[config.mk]
export PLATFORM = sky130hd
export DESIGN_NAME = tilegen_priority_mixer
export DESIGN_NICKNAME = d
export VERILOG_FILES = /design/src/rtl/tilegen_priority_mixer.sv
export SDC_FILE = /design/constraint.sdc
export NUM_CORES = 1
export LEC_CHECK = 0
export CAP_MARGIN = 20
export CORE_MARGIN = 2
export CORE_UTILIZATION = 46
export CTS_CLUSTER_DIAMETER = 30
export DETAILED_ROUTE_END_ITERATION = 10
export HOLD_SLACK_MARGIN = 0.05
export MAX_ROUTING_LAYER = met4
export PLACE_DENSITY = 0.75
export SLEW_MARGIN = 20
export SYNTH_ARGS = -nofsm -noshare
export SYNTH_HDL_FRONTEND = slang
export SYNTH_SLANG_ARGS = --single-unit
[constraint.sdc]
create_clock -name CLK_6M -period 9 [get_ports CLK_6M]
set_clock_uncertainty 0.05 [all_clocks]
set_input_delay 1.35 -clock CLK_6M [delete_from_list [all_inputs] [get_ports CLK_6M]]
set_output_delay 1.35 -clock CLK_6M [all_outputs]
set_load 0.01 [all_outputs]
[src/rtl/tilegen_priority_mixer.sv]
// N-layer tile row serialiser with a registered priority mixer.
// Each layer shifts one pixel per PIX_EN; the mixer picks the highest-priority opaque head.
module tilegen_layer #(
    parameter int BPP     = 3,
    parameter int TILE_W  = 8,
    parameter int COLOR_W = 8,
    parameter int PRI_W   = 3
) (
    input  logic                    clk,
    input  logic                    rst,
    input  logic                    pix_en,
    input  logic                    load,
    input  logic                    flip,
    input  logic [TILE_W*BPP-1:0]   planes,
    input  logic [COLOR_W-1:0]      cli,
    input  logic [PRI_W-1:0]        pri_in,
    output logic [BPP-1:0]          head,
    output logic [COLOR_W-1:0]      color,
    output logic [PRI_W-1:0]        pri,
    output logic                    active
);
    localparam int RW = $clog2(TILE_W + 1);

    logic [TILE_W*BPP-1:0] shreg;
    logic                  flip_q;
    logic [RW-1:0]         rem;

    always_ff @(posedge clk) begin
        if (rst) begin
            shreg  <= '0;
            color  <= '0;
            pri    <= '0;
            flip_q <= 1'b0;
            rem    <= '0;
        end else if (pix_en) begin
            if (load) begin
                shreg  <= planes;
                color  <= cli;
                pri    <= pri_in;
                flip_q <= flip;
                rem    <= RW'(TILE_W);
            end else if (rem != '0) begin
                // Flipped rows are read from the top slot, so shift toward it
                shreg <= flip_q ? (shreg << BPP) : (shreg >> BPP);
                rem   <= rem - RW'(1);
            end
        end
    end

    assign active = (rem != '0);
    assign head   = !active ? '1 :
                    flip_q  ? shreg[(TILE_W-1)*BPP +: BPP] : shreg[BPP-1:0];
endmodule

module tilegen_priority_mixer #(
    parameter int NUM_LAYERS = 4,
    parameter int BPP        = 3,
    parameter int TILE_W     = 8,
    parameter int COLOR_W    = 8,
    parameter int PRI_W      = 3,
    localparam int LW        = (NUM_LAYERS > 1) ? $clog2(NUM_LAYERS) : 1
) (
    input  logic                           CLK_6M,
    input  logic                           rst,
    input  logic                           PIX_EN,
    input  logic [NUM_LAYERS-1:0]          LOAD,
    input  logic [NUM_LAYERS*TILE_W*BPP-1:0] PLANES,
    input  logic [NUM_LAYERS*COLOR_W-1:0]  CLI,
    input  logic [NUM_LAYERS*PRI_W-1:0]    PRI,
    input  logic [NUM_LAYERS-1:0]          LAYER_EN,
    input  logic                           FLIP,
    input  logic                           BLANK,
    input  logic [COLOR_W-1:0]             BACKCOLOR,
    output logic [COLOR_W+BPP-1:0]         DOT,
    output logic [PRI_W-1:0]               PRO,
    output logic [LW-1:0]                  WIN,
    output logic                           OPAQUE,
    output logic                           DOT_VALID
);
    localparam logic [BPP-1:0] TRANSP = '1;

    logic [NUM_LAYERS-1:0][BPP-1:0]     head;
    logic [NUM_LAYERS-1:0][COLOR_W-1:0] color;
    logic [NUM_LAYERS-1:0][PRI_W-1:0]   pri;
    logic [NUM_LAYERS-1:0]              active;

    for (genvar g = 0; g < NUM_LAYERS; g++) begin : g_layer
        tilegen_layer #(
            .BPP(BPP), .TILE_W(TILE_W), .COLOR_W(COLOR_W), .PRI_W(PRI_W)
        ) u_layer (
            .clk    (CLK_6M),
            .rst    (rst),
            .pix_en (PIX_EN),
            .load   (LOAD[g]),
            .flip   (FLIP),
            .planes (PLANES[g*TILE_W*BPP +: TILE_W*BPP]),
            .cli    (CLI[g*COLOR_W +: COLOR_W]),
            .pri_in (PRI[g*PRI_W +: PRI_W]),
            .head   (head[g]),
            .color  (color[g]),
            .pri    (pri[g]),
            .active (active[g])
        );
    end

    logic               found;
    logic [PRI_W-1:0]   best_pri;
    logic [LW-1:0]      best_idx;
    logic [COLOR_W-1:0] best_col;
    logic [BPP-1:0]     best_pix;

    // Strict greater-than while scanning upward keeps the lowest index on ties
    always_comb begin
        found    = 1'b0;
        best_pri = '0;
        best_idx = '0;
        best_col = '0;
        best_pix = TRANSP;
        for (int i = 0; i < NUM_LAYERS; i++) begin
            if (LAYER_EN[i] && active[i] && head[i] != TRANSP &&
                (!found || pri[i] > best_pri)) begin
                found    = 1'b1;
                best_pri = pri[i];
                best_idx = LW'(i);
                best_col = color[i];
                best_pix = head[i];
            end
        end
    end

    always_ff @(posedge CLK_6M) begin
        if (rst) begin
            DOT       <= '0;
            PRO       <= '0;
            WIN       <= '0;
            OPAQUE    <= 1'b0;
            DOT_VALID <= 1'b0;
        end else if (PIX_EN) begin
            DOT_VALID <= ~BLANK;
            if (found && !BLANK) begin
                DOT    <= {best_col, best_pix};
                PRO    <= best_pri;
                WIN    <= best_idx;
                OPAQUE <= 1'b1;
            end else begin
                DOT    <= {BACKCOLOR, TRANSP};
                PRO    <= '0;
                WIN    <= '0;
                OPAQUE <= 1'b0;
            end
        end else begin
            DOT_VALID <= 1'b0;
        end
    end
endmodule

==> flow_summary.json <==
{
  "clk_path_buf_depth": 2,
  "cts-root-buf": "clkbuf_16",
  "yosysWarnings": 0,
  "synth_area_leaders": "dfxtp_1 39%, nand2_1 12%, mux2i_1 8.7%",
  "yosysUniqueCellTypes": 54,
  "start_util": 0.469,
  "synth_mux_area_frac": 0.0935,
  "cts_made_buffers": 17,
  "finalNonFillerCells": 1611,
  "dieArea_mm2": 0.0211,
  "synth-adder-area-share": 0.0232,
  "cts.sinks": 178,
  "core_area_mm2": 0.0195,
  "clock.fmax_mhz": 147,
  "tightest_slew_ps": 1030,
  "relSlewSlack": 0.311,
  "synthDominantCellAreaShare": 0.389,
  "synth_compound_area_frac": 0.205,
  "combPwrFrac": 0.269,
  "cts_setup_buffers": 0,
  "p_switching_uw": 724,
  "grt_setup_unrepaired": "no",
  "grt_start_max_net_pins": 91,
  "cp.required_ps": 9230,
  "syn_area_mm2": 0.00916,
  "post-synth-top-count-cell": "nand2_1",
  "grt-ovfl-total": 0,
  "vias": 8676,
  "outcome": "complete, no violations",
  "startpoint_type": "primary input",
  "hp-class": "register to register",
  "layout-drive-gt1-share": 0.0513,
  "synth_seq_area_share": 0.389,
  "worst-r2r-setup-slack_ps": 2490,
  "insertion_delay_ps": 430,
  "clock_power_share": 0.320,
  "die_w_um": 145,
  "crit_fanout": 29,
  "critical_path_class": "primary input to register",
  "synth_top_family_by_area": "simple AND/OR/NAND/NOR gates",
  "antenna_found_initial": 0,
  "synthSimpleGateAreaFrac": 0.226,
  "drv_slew": 0,
  "vias_per_cell": 5.39,
  "rows": 51,
  "io_pins": 179,
  "synth_area_per_cell_um2": 7.52,
  "swShare": 0.316,
  "holdBufCountCts": 0,
  "hpwl_mm": 17.1,
  "worstPathArrival_ps": 7050,
  "hold_viol": 0,
  "grtUsageTotal": 0.243,
  "cap_violations": 0,
  "end_kind": "register",
  "post_cts_resized": 0,
  "p_int_uw": 1560,
  "drtPass1Iterations": 5,
  "drt.antenna.violating_nets": 0,
  "period_needed_ps": 6820,
  "synth_edf_count": 0,
  "routed_wl_mm": 24.7,
  "die_y_um": 145,
  "cts_tree": "yes",
  "placed_cells": 1579,
  "drt-initial-drc-count": 604,
  "synth-main-ff-cell": "dfxtp_1",
  "synth_seq_cells": 178,
  "synthToLayoutAreaGrowth_pct": 26.4,
  "wire_per_inst_um": 15.3,
  "nNetsFinal": 1511,
  "cts_htree_levels": 4,
  "pwr-share-seq": 0.411,
  "drc": 0,
  "total_power_uw": 2290,
  "setup_tns_ps": 0,
  "synth_xor_area_frac": 0.0105,
  "power.density_mw_per_mm2": 198,
  "synth_nets": 1396,
  "synth-async-reset-ratio": 0,
  "cellLeakagePower_uw": 0.00405,
  "diodes": 0,
  "postSynthCellCount": 1218,
  "clk_pin_slew_ps": 70,
  "ir_drop_mv": 0.153,
  "grt_pass1_vias": 8252,
  "place.gp.congestion": 0.900,
  "post-synth-top-area-cell": "dfxtp_1",
  "portBuffers": 178,
  "ys_top_cells_by_count": "293 x nand2_1, 178 x dfxtp_1, 152 x a21oi_1",
  "grt_first_pass_wirelength_mm": 41.4,
  "setup_violations": 0,
  "fin_crit_sh": 0.757
}
-- path summary, 6_finish.rpt --
| check | endpoint | depth (start not counted) | from |
|---|---|---|---|
| setup / recovery | DOT[2] | 24 | LAYER_EN[0] |
| hold / removal | WIN[1] | 2 | WIN[1] |
| setup reg to reg | DOT[2] | 24 | g_layer[0].u_layer.flip_q |
| hold reg to reg | WIN[1] | 2 | WIN[1] |
-- power by group through the flow --
| stage | combinational [uW] | clock, uW | sequential, uW |
|---|---|---|---|
| 2_1_floorplan | 429 | 0 | 938 |
| 3_3_place_gp | 595 | 0 | 954 |
| 3_5_place_dp | 608 | 0 | 957 |
| 4_1_cts | 613 | 746 | 940 |
| 5_1_grt | 687 | 783 | 951 |
| 6_report | 615 | 733 | 941 |
-- worst max-delay path, stage by stage --
cell,delay (ps)
clkdlybuf4s50_1,470
nand2_1,110
nor2_1,170
nand2_1,90
ha_1,300
a211oi_1,310
nor3_1,110
nor3_1,150
buf_4,210
a22oi_1,110
ha_1,300
nor2b_1,110
o21ai_0,80
a32oi_1,170
o21ba_1,780
mux2_2,430
ha_1,290
nor2b_1,130
o21a_1,110
o21ai_0,120
a21oi_4,610
a21oi_1,140
a211oi_1,310
nor3_1,80
-- state kept, by name, indices dropped and copies added (netlist names), 2 cells and up --
| register | count |
|---|---|
| g_layer.u_layer.shreg | 96 |
| g_layer.u_layer.color | 32 |
| g_layer.u_layer.rem | 16 |
| g_layer.u_layer.pri | 12 |
| DOT | 11 |
| g_layer.u_layer.flip_q | 4 |
| PRO | 3 |
| WIN | 2 |
-- final cells by class --
class / count / area, um2
fillers: 1797 / 7940
multi-input cells: 921 / 5140
flip-flops and latches: 178 / 3560
repair buffers: 192 / 1880
clock buffers: 21 / 450
well taps: 265 / 332
clock inverters: 11 / 129
inverters: 23 / 86.3
-- layer usage --
| layer | wire, um | track usage | up-vias |
|---|---|---|---|
| met1 | 11600 | 0.320 | 3996 |
| met3 | 1090 | 0.0425 | 36 |
| li1 | - | - | 4416 |
| met5 | 0 | - | - |
| met4 | 517 | 0.0784 | 0 |
| met2 | 11500 | 0.382 | 228 |
-- layout by cell type, fill, tap and decap left out, types with 4 or more instances in the layout --
cell / n
nand2_1: 293
dfxtp_1: 178
clkdlybuf4s50_1: 177
a21oi_1: 150
nor2_1: 111
mux2i_1: 80
o21ai_0: 60
nor3_1: 40
a211oi_1: 26
inv_1: 23
ha_1: 17
clkbuf_16: 17
a221oi_1: 16
buf_4: 15
nor3b_1: 12
a211o_1: 9
a2bb2oi_1: 9
a21oi_2: 9
nand4_1: 7
nand3_1: 7
xnor2_1: 7
mux2_2: 5
o21ai_1: 5
nand2b_1: 4
xor2_1: 4
nor4_1: 4
-- cell families (layout without fill, tap and decap cells) --
group	count (synthesis)	count (layout)
xor gates and xnor gates	11	11
and+or+nand+nor	496	496
adders and majority gates	17	17
DFF	178	178
AOI/OAI and AO/OA	312	312
muxes	85	85
buffers and inverters	119	247
-- stage by stage --
step	hold slack (ps)	util	cell area, um2	worst slack [ps]
after floorplan	386	-	9160	3320
after global placement	394	0.563	11000	1740
after detailed placement	393	0.563	11000	1510
after CTS	402	0.593	11600	1950
after global routing	421	0.593	11600	1620
final	404	0.593	11600	2180
(Power assumes the default switching activity.)
